**src/rtl/ctrl_conv_stride.sv**
```systemverilog
// Convolution controller: scans a rectangular image with a power-of-two stride,
// flags valid windows to the feat-accum memory and scans the feature map back out.
module ctrl_conv_stride #(
    parameter int LWIDTH = 10,
    parameter int FACCUM = 10,
    parameter int PDELAY = 5
) (
    input  logic              clk,
    input  logic              xrst,
    input  logic              in_begin,
    input  logic              in_valid,
    input  logic              in_end,
    input  logic [1:0]        core_state,
    input  logic [LWIDTH-1:0] w_img_h,
    input  logic [LWIDTH-1:0] w_img_w,
    input  logic [LWIDTH-1:0] w_fil_size,
    input  logic [1:0]        w_stride_log2,
    input  logic              first_input,
    input  logic              last_input,
    output logic              out_begin,
    output logic              out_valid,
    output logic              out_end,
    output logic              mem_feat_we,
    output logic              mem_feat_rst,
    output logic [FACCUM-1:0] mem_feat_addr,
    output logic [FACCUM-1:0] mem_feat_addr_d1,
    output logic              conv_oe,
    output logic [LWIDTH-1:0] w_fea_h,
    output logic [LWIDTH-1:0] w_fea_w,
    output logic              cfg_err
);

    typedef enum logic {S_WAIT = 1'b0, S_ACTIVE = 1'b1} state_t;

    localparam logic [LWIDTH-1:0] L_ONE = {{(LWIDTH-1){1'b0}}, 1'b1};
    localparam logic [FACCUM-1:0] F_ONE = {{(FACCUM-1){1'b0}}, 1'b1};

    state_t            r_state;
    logic [LWIDTH-1:0] r_img_h, r_img_w, r_fil, r_fea_h, r_fea_w;
    logic [1:0]        r_sl;
    logic [LWIDTH-1:0] r_x, r_y, r_ox, r_oy;
    logic              r_wait_back;
    logic [FACCUM-1:0] r_addr;

    logic              r_s0_win, r_s0_first, r_s0_last, r_s0_ob;
    logic [PDELAY:1]   r_we_pipe, r_rst_pipe, r_ob_pipe, r_oe_pipe, r_fin_pipe;
    logic [FACCUM-1:0] r_addr_pipe [PDELAY];

    logic              w_cfg_legal, w_start, w_accept, w_window;
    logic              w_x_last, w_y_last, w_last_pix;
    logic              w_beat, w_final_beat;
    logic [LWIDTH-1:0] w_fea_h_next, w_fea_w_next;
    logic [LWIDTH-1:0] w_fil_m1, w_dx, w_dy, w_sl_mask;
    logic              w_unused;

    assign w_unused = in_end;

    assign w_cfg_legal  = (w_fil_size != '0) && (w_fil_size <= w_img_h) &&
                          (w_fil_size <= w_img_w) && (w_stride_log2 != 2'd3);
    assign w_fea_h_next = ((w_img_h - w_fil_size) >> w_stride_log2) + L_ONE;
    assign w_fea_w_next = ((w_img_w - w_fil_size) >> w_stride_log2) + L_ONE;
    assign w_start      = (r_state == S_WAIT) && in_begin && w_cfg_legal;

    // A window is valid once the filter fits and its origin lies on the stride grid
    assign w_accept   = (r_state == S_ACTIVE) && (core_state == 2'd2) && in_valid;
    assign w_fil_m1   = r_fil - L_ONE;
    assign w_dx       = r_x - w_fil_m1;
    assign w_dy       = r_y - w_fil_m1;
    assign w_sl_mask  = (L_ONE << r_sl) - L_ONE;
    assign w_window   = (r_x >= w_fil_m1) && (r_y >= w_fil_m1) &&
                        ((w_dx & w_sl_mask) == '0) && ((w_dy & w_sl_mask) == '0);
    assign w_x_last   = (r_x == r_img_w - L_ONE);
    assign w_y_last   = (r_y == r_img_h - L_ONE);
    assign w_last_pix = w_x_last && w_y_last;

    assign w_beat       = (r_state == S_ACTIVE) && (core_state == 2'd3) && !r_wait_back;
    assign w_final_beat = w_beat && (r_ox == r_fea_w - L_ONE) && (r_oy == r_fea_h - L_ONE);

    always_ff @(posedge clk) begin
        if (!xrst) begin
            r_state     <= S_WAIT;
            r_img_h     <= '0;
            r_img_w     <= '0;
            r_fil       <= '0;
            r_sl        <= '0;
            r_fea_h     <= '0;
            r_fea_w     <= '0;
            r_x         <= '0;
            r_y         <= '0;
            r_ox        <= '0;
            r_oy        <= '0;
            r_wait_back <= 1'b0;
            r_addr      <= '0;
            cfg_err     <= 1'b0;
        end else begin
            cfg_err <= 1'b0;
            case (r_state)
                S_WAIT: begin
                    if (in_begin) begin
                        if (w_cfg_legal) begin
                            r_state     <= S_ACTIVE;
                            r_img_h     <= w_img_h;
                            r_img_w     <= w_img_w;
                            r_fil       <= w_fil_size;
                            r_sl        <= w_stride_log2;
                            r_fea_h     <= w_fea_h_next;
                            r_fea_w     <= w_fea_w_next;
                            r_x         <= '0;
                            r_y         <= '0;
                            r_ox        <= '0;
                            r_oy        <= '0;
                            r_wait_back <= 1'b0;
                        end else begin
                            cfg_err <= 1'b1;
                        end
                    end
                end
                S_ACTIVE: begin
                    if (out_end) r_state <= S_WAIT;
                end
            endcase

            if (w_accept) begin
                if (w_x_last) begin
                    r_x <= '0;
                    r_y <= w_y_last ? '0 : r_y + L_ONE;
                end else begin
                    r_x <= r_x + L_ONE;
                end
            end

            if (w_beat) begin
                if (r_ox == r_fea_w - L_ONE) begin
                    r_ox <= '0;
                    r_oy <= (r_oy == r_fea_h - L_ONE) ? '0 : r_oy + L_ONE;
                end else begin
                    r_ox <= r_ox + L_ONE;
                end
                if (w_final_beat) r_wait_back <= 1'b1;
            end

            // Clearing wins over counting so the next phase always starts at address 0
            if (w_start || out_end || r_s0_last) begin
                r_addr <= '0;
            end else if ((r_s0_win || w_beat) && !r_wait_back) begin
                r_addr <= r_addr + F_ONE;
            end
        end
    end

    always_ff @(posedge clk) begin
        if (!xrst) begin
            r_s0_win   <= 1'b0;
            r_s0_first <= 1'b0;
            r_s0_last  <= 1'b0;
            r_s0_ob    <= 1'b0;
            r_we_pipe  <= '0;
            r_rst_pipe <= '0;
            r_ob_pipe  <= '0;
            r_oe_pipe  <= '0;
            r_fin_pipe <= '0;
            out_valid  <= 1'b0;
            out_end    <= 1'b0;
            for (int k = 0; k < PDELAY; k++) r_addr_pipe[k] <= '0;
        end else begin
            r_s0_win   <= w_accept && w_window;
            r_s0_first <= first_input;
            r_s0_last  <= w_accept && w_last_pix;
            r_s0_ob    <= w_accept && w_last_pix && last_input;
            r_we_pipe  <= {r_we_pipe[PDELAY-1:1], r_s0_win};
            r_rst_pipe <= {r_rst_pipe[PDELAY-1:1], r_s0_win && r_s0_first};
            r_ob_pipe  <= {r_ob_pipe[PDELAY-1:1], r_s0_ob};
            r_oe_pipe  <= {r_oe_pipe[PDELAY-1:1], w_beat};
            r_fin_pipe <= {r_fin_pipe[PDELAY-1:1], w_final_beat};
            out_valid  <= r_oe_pipe[PDELAY];
            out_end    <= r_fin_pipe[PDELAY];
            r_addr_pipe[0] <= r_addr;
            for (int k = 1; k < PDELAY; k++) r_addr_pipe[k] <= r_addr_pipe[k-1];
        end
    end

    assign mem_feat_we      = r_we_pipe[PDELAY];
    assign mem_feat_rst     = r_rst_pipe[PDELAY];
    assign out_begin        = r_ob_pipe[PDELAY];
    assign conv_oe          = r_oe_pipe[PDELAY];
    assign mem_feat_addr    = r_addr_pipe[PDELAY-2];
    assign mem_feat_addr_d1 = r_addr_pipe[PDELAY-1];
    assign w_fea_h          = r_fea_h;
    assign w_fea_w          = r_fea_w;

endmodule
```
**config.mk**
```make
export PLATFORM = sky130hd
export DESIGN_NAME = ctrl_conv_stride
export DESIGN_NICKNAME = d
export VERILOG_FILES = /design/src/rtl/ctrl_conv_stride.sv
export SDC_FILE = /design/constraint.sdc
export NUM_CORES = 1
export LEC_CHECK = 0
export CORE_MARGIN = 2
export CORE_UTILIZATION = 39
export CTS_CLUSTER_DIAMETER = 80
export DETAILED_ROUTE_END_ITERATION = 6
export SLEW_MARGIN = 20
export SYNTH_ARGS = -nofsm -noshare
export SYNTH_HDL_FRONTEND = slang
export SYNTH_SLANG_ARGS = --single-unit
export TNS_END_PERCENT = 20
```
**constraint.sdc**
```tcl
create_clock -name clk -period 4.2 [get_ports clk]
set_input_delay 0.84 -clock clk [delete_from_list [all_inputs] [get_ports clk]]
set_output_delay 0.84 -clock clk [all_outputs]
set_load 0.02 [all_outputs]
```
## Yosys cells after proc, flatten, opt, wreduce, memory -nomap -nowiden

Memories as Yosys holds them, arrays and structs flattened.
Cells that the tools add are included.

- Add/sub/neg operators: 17
- $lt $le $gt $ge: 4
- Equality and inequality tests: 9
- Shifts and indexed selects: 3
- Mux-type cells: 36
- Bitwise operators: 10
- Reductions and logical operators: 36

Operators by type and width:

| operator | number |
|---|---|
| $mux W10 | 24 |
| $add A10 B1 Y10 const B | 7 |
| $sub A10 B1 Y10 const B | 6 |
| $eq A10 B10 Y1 | 4 |
| $sub A10 B10 Y10 | 4 |
| $and A10 B10 Y10 | 2 |
| $ge A10 B10 Y1 | 2 |
| $le A10 B10 Y1 | 2 |
| $logic_and A1 B1 Y1 | 20 |
| $logic_not A10 Y1 | 2 |
| $shr A10 B2 Y10 | 2 |
| $mux W1 | 11 |
| $reduce_bool A10 Y1 | 1 |
| $shl A1 B2 Y10 const A | 1 |
| $reduce_and A3 Y1 | 3 |
| $reduce_bool A2 Y1 | 4 |
| $or A1 B1 Y1 | 5 |
| $eq A2 B2 Y1 const B | 2 |
| $ne A2 B1 Y1 const B | 2 |
| $logic_or A1 B1 Y1 | 3 |
| $not A1 Y1 | 3 |
| $reduce_or A3 Y1 | 1 |
| $ne A2 B2 Y1 const B | 1 |
| $pmux W1 S2 | 1 |
| other kinds (2) | 2 |

- Flip-flop bits (word level): 136
- Bits in writable memories: 50
- Input port bits: 41
- Output and inout bits: 47
- Word-level logic and storage cells: 141
- Memories kept: 1

Memory list:

| name | depth | width | read ports | clocked after Yosys merged registers in | wr ports | line | RTL |
|---|---|---|---|---|---|---|---|
| r_addr_pipe | 5 | 10 | 5 | 0 | 5 | 47 | `logic [FACCUM-1:0] r_addr_pipe [PDELAY];` |

## Longest topological paths before layout

Gate-level depths: netlist (run 1).

- Word-level depth: 9
- Gate-level depth with buffers: 14
- Gate-level depth less buffers: 14

## Least setup slack after synthesis (run 1)

OpenSTA, ideal clock, no wires.

- Path type: input to register
- Start point: input port w_img_w[0]
- End point: register r_fea_w[7] (netlist: w_fea_w[7])
- Setup time: 0.101 ns
- Arrival: 3.404 ns
- Required time: 4.099 ns
- Path slack: 0.695 ns
- Stages: 13
- Buffers on the path: 0
- Path through: inv_1 ha_1 inv_1 fa_1 a211oi_1 o21bai_1 a21oi_1 xnor2_1 mux4_2 nand3_1 nor4_2 nor2_1 o41ai_1

- Word-level cells in the longest chain between the ends: 4
- Elaborated cells between the ends (all ways): 7
- Those cells by class: 2 x add/sub; 1 x order compare; 1 x shift; 3 x reduce/logical

Ends and longest elaborated chain:

| item | line | RTL |
|---|---|---|
| start: declaration | 15 | `input logic [LWIDTH-1:0] w_img_w,` |
| parallel branches: the longest is 4 deep, another holds $sub A10 B10 Y10 | n/a |  |
| end signal: assignment | 107 | `r_fea_w <= w_fea_w_next;` |
| end: declaration | 39 | `logic [LWIDTH-1:0] r_img_h, r_img_w, r_fil, r_fea_h, r_fea_w;` |

Several ways; the timed one is not identified.
A chain may end at the register's enable or synchronous reset.

## Worst setup path after layout (run 1)

- Start point: register r_fil[0]
- End point: register r_s0_win

- Word-level cells in the longest chain between the ends: 7
- Elaborated cells between the ends (all ways): 13
- Those cells by class: 3 x add/sub; 2 x order compare; 2 x bitwise; 6 x reduce/logical

Ends and longest elaborated chain:

| item | line | RTL |
|---|---|---|
| start: declaration | 39 |  |
| start signal: assignment | 104 | `r_fil <= w_fil_size;` |
| $sub A10 B1 Y10 * | 66 | `assign w_fil_m1 = r_fil - L_ONE;` |
| $sub A10 B10 Y10 | 67 | `assign w_dx = r_x - w_fil_m1;` |
| $and A10 B10 Y10 | 71 | `((w_dx & w_sl_mask) == '0) && ((w_dy & w_sl_mask) == '0);` |
| $logic_not A10 Y1 | 71 |  |
| $logic_and A1 B1 Y1 | 70 | `assign w_window = (r_x >= w_fil_m1) && (r_y >= w_fil_m1) &&` |
| $logic_and A1 B1 Y1 * | 71 |  |
| $logic_and A1 B1 Y1 * | 166 | `r_s0_win <= w_accept && w_window;` |
| end signal: assignment | 166 |  |
| end: declaration | 45 | `logic r_s0_win, r_s0_first, r_s0_last, r_s0_ob;` |

Mark *: on every way between the ends. The rest lies on a longest branch, timed or not.

==> implementation parameters, run 1 <==
Parameter                              Value

Timing
  Final Hold Viols ... 0
  RSZ-0062 raised after global routing ... false
  Total Neg Setup Slack ... 0 ns
  Clock Skew ... roughly 0.021 ns
  Period utilization ... 91.7%
  Max-Slew Margin vs Limit ... between 40% and 50%
  Pins Over Slew Limit ... 0
  Maximum frequency from static timing analysis ... approximately 260 MHz
  Transition time at the pin with the least slew margin ... ~0.78 ns
  Final setup violation count ... 0
  Final setup margin ... between 0.3 and 0.4 ns
  Final critical-path required period ... 3.85 ns

GRT
  Global-route met3 utilization ... 2.60%
  Global Route met2 Usage ... 30.6%
  Global routing met1 resource utilization ... 25.4%
  Pin count of the biggest net entering global routing ... 81
  Layer carrying the most global-route usage ... met2
  Global-route congestion overflow total ... 0
  Global-route wire length before repair ... ~43 mm
  Via count of the first global-routing pass ... 8426
  Total global-route track usage ... between 10% and 20%
  Number of antenna violations at the first check in global routing ... 0

Pwr
  Clock network fraction of design power ... 38.8%
  Power per unit of standard cell area ... 345 mW/mm2
  Net switching share of the total power ... around a third
  Switching pwr ... 0.00142 W
  Pint ... between 0.003 and 0.004 W
  Peak ir drop on the vdd network ... between 200 and 300 uV
  Combinational Power Share ... 20.5%
  Cell leakage power ... between 5 and 6 nW
  Proportion of power drawn by flip-flops and latches ... between 40% and 50%
  Power after layout ... approximately 0.0045 W

Final layout
  Area growth from synthesis to layout ... 19.9%
  Final standard cell utilization of the core ... between 40% and 50%
  Total number of nets in the final design ... ~1.5k
  N_diodes ... 0
  Filler Cell Count ... around 2.6k
  Layout cells sized above 1 ... 10.3%

Worst setup path
  Launch instance of the worst register-to-register path ... r_fil[0]
  Maximum net fanout on the critical path ... 7
  Nature of the critical path endpoint ... flop
  Worst reg2reg path depth ... 13
  Path type of the worst setup path ... flop to flop
  Worst path cell trace ... inv_1 -> ha_1 -> xnor2_1 -> ha_1 -> a21oi_1 -> o21ai_1 -> a211oi_2 -> a221oi_2 -> maj3_1 -> maj3_2 -> mux2_1 -> mux2i_1 -> a211oi_2
  Start point of the critical path ... r_fil[0]
  Largest stage delay on the critical path ... a little over 0.5 ns
  Crit path DAT ... 4.15 ns
  Slowest stage cell on the critical path ... dfxtp_1
  Worst Path Buf+Inv ... 1
  Capture point of the critical path ... r_s0_win
  Register-to-register setup slack ... approximately 0.35 ns
  Nature of the critical path startpoint ... flop
  Cell family with most CP delay ... adder cells
  Required time of the critical path ... roughly 4.5 ns
  Stages on the worst setup path ... 13
  Worst flop-to-flop path endpoint ... r_s0_win

Logic synthesis
  Mapped Cells ... roughly 1.3k
  Top area cells in the synthesized netlist ... dfxtp_1 35%, nor2_1 5.1%, xnor2_1 4.8%, ha_1 4.8%, and2_1 4.6%
  Share of Yosys cell area claimed by the top area cell type ... between 30% and 40%
  Count leader, synth ... dfxtp_1
  Sequential area share after synthesis ... about a third
  Async set-reset flop share out of synthesis ... 0%
  Main synth FF type ... dfxtp_1
  Number of distinct library cells after synthesis ... approximately 90
  Total standard cell area after synthesis ... approximately 0.011 mm2
  Total of flip-flops plus latches after synthesis ... around 190
  Count of flip-flops with a built-in enable after synthesis ... 0
  Most area-hungry cell type in the Yosys netlist ... dfxtp_1
  Synthesized Nets ... about 1.4k
  Ys Warns ... 0
  Synth cell count leaders ... 186 x dfxtp_1, 147 x nor2_1, 80 x nand2_1, 79 x and2_1, 64 x a21oi_1
  Post-synthesis area per instance ... about 8.4 um2

Clock network
  Hold_buf cts ... 0
  Clock latency at the later pin of the worst-skew pair ... about 0.45 ns
  Number of cells upsized or downsized after cts ... 0
  Clock tree root buffer cell ... clkbuf_16
  TritonCTS Buffers ... 17
  Sinks on the clock net ... 186
  Post-CTS setup buffer count ... 0
  Clk pin slew, worst setup/hold paths ... 0.09 ns
  CTS tree ... built
  Htree depth ... 4
  Number of buffers on the longest clock path ... 2

Floorplan
  Placement row count ... 60
  Area inside the core boundary ... approximately 0.027 mm2
  Die outline height ... between 150 and 200 um
  Initial standard-cell utilization of the core ... 39.9%
  Full die area ... about 0.029 mm2
  Chip Width ... approximately 170 um
  Top-level port count ... between 80 and 90

Route
  Number of violations reported at the end of detailed-routing iteration 0 ... between 400 and 500
  Antenna viol nets, final ... 0
  Routed len/inst ... ~15 um
  Final wirelength ... about 26 mm
  Number of iterations in the first detailed-routing pass ... 5
  Vias per std cell ... approximately 5.3
  Detailed-route via count ... 9234
  DRC ... 0

Run status
  Run status ... finished, final reports clean

Placement
  Last weighted congestion value of the routability-driven placer ... about 0.9
  Detailed-placement wirelength estimate ... around 20 mm
  Port bufs ... 86
  Minimum setup slack after placement ... -0.0929 ns

Hold path
  Worst hold path class ... flop to flop

Run
  Max-cap check violation count ... 0
cell usage in the layout, fill, tap and decap left out, types with 6 or more instances in the layout:
cell	count
and3_1	34
a211oi_1	25
or3_1	6
ha_1	41
clkinv_8	7
inv_1	47
buf_4	72
a31oi_1	8
o211a_1	7
nor4_1	15
nand3b_1	9
nor2b_1	18
nor2_1	147
nand4_1	11
clkdlybuf4s50_1	85
a21oi_1	63
and2_1	79
nand3_1	36
nand2_1	80
nand2b_1	12
a311oi_1	9
o21ai_1	6
nor3_1	19
xor2_1	42
o21ai_0	52
a21o_1	6
clkbuf_16	17
o22ai_1	7
o21a_1	9
or2_2	6
nor3b_1	6
dfxtp_1	186
mux2i_1	41
o211ai_1	16
xnor2_1	59
power by group through the flow:
stage               Combinational (W)  Sequential [W]  Clock (W)
floorplan                    0.000587         0.00186          0
global placement             0.000897         0.00186          0
detailed placement           0.000906         0.00186          0
CTS                          0.000912         0.00182    0.00177
global route                  0.00100         0.00182    0.00183
finish                       0.000913         0.00182    0.00173
logic make-up (layout without fill, tap and decap cells):
logic type	Yosys count	count (layout)	share of synthesized area [%]
AND/OR/NAND/NOR	503	503	24.2
AO/OA/AOI/OAI	265	265	16.7
flip-flops	186	186	34.6
buffers and inverters	131	242	5.57
XOR/XNOR	102	102	8.36
adder cells (fa/ha/maj)	51	51	6.09
multiplexers	46	46	4.54
worst min-delay path by stage:
stage	start	cells after the start	endpoint	slack, ns
floorplan	r_fin_pipe[5]	1	out_end	0.41
global placement	r_addr_pipe[0][19]	1	r_addr_pipe[0][29]	0.41
detailed placement	r_fin_pipe[5]	1	out_end	0.42
CTS	r_addr_pipe[0][7]	1	r_addr_pipe[0][17]	0.42
global route	r_addr_pipe[0][7]	1	r_addr_pipe[0][17]	0.43
finish	r_addr_pipe[0][7]	1	r_addr_pipe[0][17]	0.42
per-layer routing:
| layer | vias to the layer above | share of wire [%] |
|---|---|---|
| met1 | 4321 | 50 |
| li1 | 4724 | - |
| met5 | - | 0 |
| met3 | 17 | 3.7 |
| met4 | 0 | 1.1 |
| met2 | 172 | 46 |
per-stage QoR:
| step | std cells | hold slack [ns] | area [um2] |
|---|---|---|---|
| after floorplan | 1284 | 0.412 | 10800 |
| after global placement | 1704 | 0.413 | 12300 |
| after detailed placement | 1704 | 0.417 | 12300 |
| after CTS | 1736 | 0.419 | 12900 |
| after global routing | 1736 | 0.432 | 12900 |
| final | 1736 | 0.419 | 12900 |
final cells by class:
class / count / area [um2] / share of cell area [%]
multi-input cells: 967 / 6460 / 50.0
flip-flops and latches: 186 / 3720 / 28.8
repair buffers: 162 / 1480 / 11.4
well taps: 341 / 427 / 3.30
clock buffers: 17 / 425 / 3.29
clock inverters: 15 / 225 / 1.74
inverters: 48 / 180 / 1.39
flip-flops by register name (all words and copies together), names as in the netlist, 10 cells and up:
signal,flops
r_img_h,10
r_x,10
r_oy,10
w_fea_w,10
r_addr,10
w_fea_h,10
r_ox,10
r_y,10
r_fil,10
r_img_w,10
r_addr_pipe,50
Note: power is estimated with default switching activity, not from simulation.
==> run 2: changes to the inputs <==
Settings changed: CTS_BUF_LIST set to sky130_fd_sc_hd__clkbuf_8.
==> implementation parameters, run 2 (synthesized netlist as in run 1, its figures left out) <==
Parameter                              Value

Pwr
  Peak ir drop on the vdd network ... 190 uV (-30%)
  Power after layout ... 0.00406 W (-9.1%)
  Switching pwr ... 0.00136 W (-3.9%)
  Power per unit of standard cell area ... 319 mW/mm2 (-7.7%)
  Cell leakage power ... 5.14 nW (-1.7%)
  Net switching share of the total power ... 33.6% (+1.8 points)
  Proportion of power drawn by flip-flops and latches ... 44.8% (+4.1 points)
  Combinational Power Share ... 22.5% (+2.0 points)
  Pint ... 0.00269 W (-11%)
  Clock network fraction of design power ... 32.7% (-6.1 points)

Final layout
  Area growth from synthesis to layout ... 18.1%
  Most frequent standard cell in the layout excluding fill and tap cells ... dfxtp_1
  Most frequent cells in the layout ... 186 x dfxtp_1, 147 x nor2_1, 85 x clkdlybuf4s50_1
  N_diodes ... 0 (unchanged)
  Total area of multi-input combinational cells ... 0.00646 mm2 (unchanged)
  Sequential cell area ... 0.00372 mm2 (unchanged)
  Layout cells sized above 1 ... 10.3% (unchanged)
  Register bank with the most flops ... r_addr_pipe
  Filler Cell Count ... 2616 (+0.62%)
  Flip-flop count of the largest register after layout ... 50 (unchanged)
  Non-Filler Instances ... 1736 (unchanged)
  Total number of nets in the final design ... 1468 (unchanged)
  Final standard cell utilization of the core ... 47.1% (-0.71 points)

Floorplan
  Placement row count ... 60 (unchanged)
  Initial standard-cell utilization of the core ... 39.9% (unchanged)
  Top-level port count ... 88 (unchanged)
  Chip Width ... 170 um (unchanged)
  Area inside the core boundary ... 0.0270 mm2 (unchanged)
  Full die area ... 0.0290 mm2 (unchanged)
  Die outline height ... 170 um (unchanged)

Timing
  Period utilization ... 90.4% (-1.3 points)
  RSZ-0062 raised after global routing ... false
  Pins Over Slew Limit ... 0 (unchanged)
  Clock Skew ... 0.0293 ns (+0.00791 ns)
  Final setup violation count ... 0 (unchanged)
  Maximum frequency from static timing analysis ... 263 MHz (+1.4%)
  Final critical-path required period ... 3.80 ns (-0.0534 ns)
  Transition time at the pin with the least slew margin ... 0.776 ns (-0.00524 ns)
  Final Hold Viols ... 0 (unchanged)
  Max-Slew Margin vs Limit ... 47.9% (+0.35 points)

Worst setup path
  Worst Path Buf+Inv ... 1 (unchanged)
  Worst path cell trace ... inv_1 -> ha_1 -> xnor2_1 -> ha_1 -> a21oi_1 -> o21ai_1 -> a211oi_2 -> a221oi_2 -> maj3_1 -> maj3_2 -> mux2_1 -> mux2i_1 -> a211oi_2
  Path type of the worst setup path ... flop to flop
  Slowest stage cell on the critical path ... dfxtp_1
  Maximum net fanout on the critical path ... 7 (unchanged)
  Required time of the critical path ... 4.54 ns (+0.04 ns)
  Largest stage delay on the critical path ... 0.52 ns (about the same)
  Crit path DAT ... 4.14 ns (about the same)
  Nature of the critical path startpoint ... flop
  Nature of the critical path endpoint ... flop
  Cell family with most CP delay ... adder cells

Clock network
  TritonCTS Buffers ... 17 (unchanged)
  Number of buffers on the longest clock path ... 2 (unchanged)
  Clock tree root buffer cell ... clkbuf_8
  CTS tree ... built
  Hold_buf cts ... 0 (unchanged)
  Clk pin slew, worst setup/hold paths ... 0.12 ns (+0.03 ns)
  Number of cells upsized or downsized after cts ... 0 (unchanged)
  Sinks on the clock net ... 186 (unchanged)
  Clock latency at the later pin of the worst-skew pair ... 0.48 ns (+0.03 ns)
  Htree depth ... 4 (unchanged)
  Post-CTS setup buffer count ... 0 (unchanged)

Route
  DRC ... 0 (unchanged)
  Antenna viol nets, final ... 0 (unchanged)
  Number of iterations in the first detailed-routing pass ... 5 (unchanged)
  Routed len/inst ... 15.1 um (-0.71%)
  Final wirelength ... 26.3 mm (-0.71%)
  Number of violations reported at the end of detailed-routing iteration 0 ... 479 (-0.21%)
  Vias per std cell ... 5.33 (+0.19%)
  Detailed-route via count ... 9252 (+0.19%)

GRT
  Global-route wire length before repair ... 42.6 mm (-0.90%)
  Via count of the first global-routing pass ... 8374 (-0.62%)
  Number of antenna violations at the first check in global routing ... 0 (unchanged)
  Pin count of the biggest net entering global routing ... 81 (unchanged)
  Total global-route track usage ... 18.3% (-0.20 points)
  Global-route congestion overflow total ... 0 (unchanged)

Hold path
  Worst hold path class ... flop to flop

Run
  Max-cap check violation count ... 0 (unchanged)

Run status
  Run status ... finished, final reports clean

Placement
  Placed insts ... 1704 (unchanged)
  Last weighted congestion value of the routability-driven placer ... 0.883 (unchanged)
  Detailed-placement wirelength estimate ... 20.0 mm (unchanged)
  Port bufs ... 86 (unchanged)
[run 2: layout make-up]
type	instances	area share, %
Multi-Input combinational cell	967	50.8
Sequential cell	186	29.3
Tap cell	341	3.35
Inverter	48	1.42
Clock buffer	17	1.84
Timing Repair Buffer	162	11.6
Clock inverter	15	1.77
[run 2: per-layer routing]
layer  GRT usage, %  share of wire (%)  vias to the layer above
met5              0                  0                        -
met4           4.94                1.5                        0
met3           2.12                3.3                       21
met2           30.2                 45                      185
met1           25.2                 50                     4335
li1               -                  -                     4711
[run 2: worst paths after layout]
kind / start / end / slack [ns] / depth (start not counted)
worst max register to register: r_fil[0] / r_s0_win / 0.40 / 13
worst max-delay path: r_fil[0] / r_s0_win / 0.40 / 13
worst min register to register: r_addr_pipe[0][7] / r_addr_pipe[0][17] / 0.42 / 1
worst min-delay path: r_addr_pipe[0][7] / r_addr_pipe[0][17] / 0.42 / 1
[run 2: power groups by stage]
| stage | Sequential (W) | Combinational, W | Clock (W) |
|---|---|---|---|
| finish | 0.00182 | 0.000911 | 0.00133 |
| global route | 0.00182 | 0.00100 | 0.00143 |
| CTS | 0.00182 | 0.000912 | 0.00137 |
| detailed placement | 0.00186 | 0.000906 | 0 |
| global placement | 0.00186 | 0.000897 | 0 |
| floorplan | 0.00186 | 0.000587 | 0 |
[run 2: stage by stage]
step           instance area (um2)  setup TNS (ns)  hold slack, ns  setup slack (ns)
3_5_place_dp                 12300          -0.326           0.417           -0.0929
6_report                     12700               0           0.423             0.402
3_3_place_gp                 12300         -0.0599           0.413           -0.0446
2_1_floorplan                10800               0           0.412             0.695
4_1_cts                      12700               0           0.414             0.399
5_1_grt                      12700               0           0.427            0.0680
==> run 3: changes to the inputs <==
Settings changed: MAX_ROUTING_LAYER set to met4, RECOVER_POWER set to 100.
==> implementation parameters, run 3 (synthesized netlist as in run 1, its figures left out) <==
Parameter                              Value

Floorplan
  Die outline height ... 170 um (unchanged)
  Chip Width ... 170 um (unchanged)
  Initial standard-cell utilization of the core ... 39.9% (unchanged)
  Top-level port count ... 88 (unchanged)
  Placement row count ... 60 (unchanged)
  Area inside the core boundary ... 0.0270 mm2 (unchanged)
  Full die area ... 0.0290 mm2 (unchanged)

Placement
  Detailed-placement wirelength estimate ... 20.1 mm (+0.62%)
  Port bufs ... 86 (unchanged)
  Post-place instance area ... 0.0123 mm2 (about the same)
  Placed insts ... 1706 (+0.12%)
  Last weighted congestion value of the routability-driven placer ... 0.933 (+5.6%)

Timing
  Period utilization ... 97.6% (+7.2 points)
  Post-Route Hold Slack ... 0.434 ns (+0.0110 ns)
  Clock Skew ... 0.0174 ns (-0.0118 ns)
  Final setup violation count ... 0 (unchanged)
  Max-Slew Margin vs Limit ... -36.0% (-84 points)
  Final critical-path required period ... 4.10 ns (+0.302 ns)
  Pins Over Slew Limit ... 69 (+69)
  Transition time at the pin with the least slew margin ... 2.04 ns (+1.26 ns)
  RSZ-0062 raised after global routing ... false
  Maximum frequency from static timing analysis ... 244 MHz (-7.4%)
  Final Hold Viols ... 0 (unchanged)

GRT
  Global-route wire length before repair ... 43.1 mm (+1.3%)
  Total global-route track usage ... 18.9% (+0.67 points)
  Global-route congestion overflow total ... 0 (unchanged)
  Number of antenna violations at the first check in global routing ... 0 (unchanged)
  Pin count of the biggest net entering global routing ... 69 (-15%)
  Via count of the first global-routing pass ... 8731 (+4.3%)

Final layout
  Non-Filler Instances ... 1738 (+0.12%)
  Flip-flop count of the largest register after layout ... 50 (unchanged)
  N_diodes ... 0 (unchanged)
  Area growth from synthesis to layout ... 17.5%
  Layout cells sized above 1 ... 9.45% (-0.80 points)
  Cell area after layout ... 0.0127 mm2 (-0.50%)
  Filler Cell Count ... 2643 (+1.0%)
  Most frequent standard cell in the layout excluding fill and tap cells ... dfxtp_1
  Register bank with the most flops ... r_addr_pipe
  Total number of nets in the final design ... 1470 (+0.14%)
  Most frequent cells in the layout ... 186 x dfxtp_1, 147 x nor2_1, 80 x nand2_1

Route
  Vias per std cell ... 5.34 (+0.12%)
  Number of iterations in the first detailed-routing pass ... 7 (+2)
  DRC ... 0 (unchanged)
  Routed len/inst ... 15.1 um (-0.60%)
  Antenna viol nets, final ... 0 (unchanged)
  Detailed-route via count ... 9274 (+0.24%)
  Final wirelength ... 26.2 mm (-0.49%)
  Number of violations reported at the end of detailed-routing iteration 0 ... 566 (+18%)

Worst setup path
  Maximum net fanout on the critical path ... 8 (+1)
  Worst reg2reg path depth ... 12 (-1)
  Crit path DAT ... 4.41 ns (+0.27 ns)
  Path type of the worst setup path ... input pin to flop
  Worst flop-to-flop path endpoint ... r_s0_win
  Nature of the critical path startpoint ... input pin
  Launch instance of the worst register-to-register path ... r_fil[0]
  Nature of the critical path endpoint ... flop
  Register-to-register setup slack ... 0.29 ns (-0.11 ns)
  Required time of the critical path ... 4.51 ns (-0.03 ns)

Hold path
  Worst hold path class ... flop to flop
  Hold Path Cell Cnt ... 1 (unchanged)
  Hold Crit Endpoint ... r_addr_pipe[0][10]
  Hold Crit Start ... r_addr_pipe[0][0]

Clock network
  Htree depth ... 4 (unchanged)
  Hold_buf cts ... 0 (unchanged)
  TritonCTS Buffers ... 17 (unchanged)
  Post-CTS setup buffer count ... 0 (unchanged)
  CTS tree ... built
  Number of buffers on the longest clock path ... 2 (unchanged)
  Clock tree root buffer cell ... clkbuf_8
  Number of cells upsized or downsized after cts ... 0 (unchanged)
  Clock latency at the later pin of the worst-skew pair ... 0.48 ns (about the same)
  Clk pin slew, worst setup/hold paths ... 0.12 ns (about the same)
  Sinks on the clock net ... 186 (unchanged)

Pwr
  Pint ... 0.00269 W (-0.28%)
  Power per unit of standard cell area ... 318 mW/mm2 (-0.24%)
  Power after layout ... 0.00403 W (-0.74%)
  Cell leakage power ... 5.23 nW (+1.8%)
  Combinational Power Share ... 22.5% (about the same)
  Proportion of power drawn by flip-flops and latches ... 45.1% (+0.3 points)
  Net switching share of the total power ... 33.3% (-0.31 points)
  Clock network fraction of design power ... 32.4% (-0.3 points)
  Switching pwr ... 0.00134 W (-1.6%)
  Peak ir drop on the vdd network ... 207 uV (+8.8%)

Run status
  Run status ... complete, but fails checks
  Violated checks ... capacitance limit, slew limit

Run
  Max-cap check violation count ... 1 (+1)
run 3: cell types whose count changed in the layout (fill, tap and decap cells not counted), sizes merged:
cell | previous run | this run
buf | 77 | 64
clkbuf | 17 | 32
clkdlybuf4s50 | 85 | 37
dlygate4sd3 | 0 | 48
run 3: through the flow:
step           setup WS (ns)  util [%]  TNS (ns)
6_report               0.100      46.9         0
3_5_place_dp          -0.148      45.4    -0.544
4_1_cts                0.303      47.1         0
5_1_grt               0.0112      46.9         0
3_3_place_gp          -0.109      45.4    -0.280
2_1_floorplan          0.695         -         0
run 3: critical path: stages:
cell,delay (ns)
dlygate4sd3_1,0.60
inv_1,0.13
ha_1,0.44
a21oi_1,0.12
o21a_1,0.21
o21a_1,0.11
o21ai_0,0.42
nand3_1,0.13
a21oi_1,0.65
buf_4,0.29
buf_4,0.20
mux2i_1,0.20
nor2_1,0.06
run 3: layout make-up:
class                           count  area, um2  share of cell area, %
Clock inverter                     15        221                   1.75
Sequential cell                   186       3720                   29.4
Multi-Input combinational cell    967       6440                   50.9
Clock buffer                       17        234                   1.85
Tap cell                          341        427                   3.37
Inverter                           48        180                   1.42
Timing Repair Buffer              164       1430                   11.3
run 3: power groups by stage:
stage	registers [W]	clock network, W	logic (W)
floorplan	0.00186	0	0.000587
global placement	0.00186	0	0.000905
detailed placement	0.00186	0	0.000912
CTS	0.00182	0.00135	0.000918
global route	0.00182	0.00141	0.00101
finish	0.00182	0.00130	0.000905
run 3: worst max path at each step:
stage,from,endpoint,depth (start not counted)
global placement,w_fil_size[0],w_fea_w[7],14
global route,w_fil_size[5],r_img_w[1],14
CTS,r_fil[0],r_s0_win,12
detailed placement,w_fil_size[0],w_fea_w[7],14
floorplan,w_img_w[0],w_fea_w[7],13
finish,w_fil_size[5],r_img_h[7],13
run 3: layer usage:
layer	vias to the layer above	track usage [%]	part of all wire, %
met5	-	-	0
met1	4359	24.9	49
met2	173	30.9	46
li1	4720	-	-
met4	0	4.94	1.5
met3	22	2.28	3.6
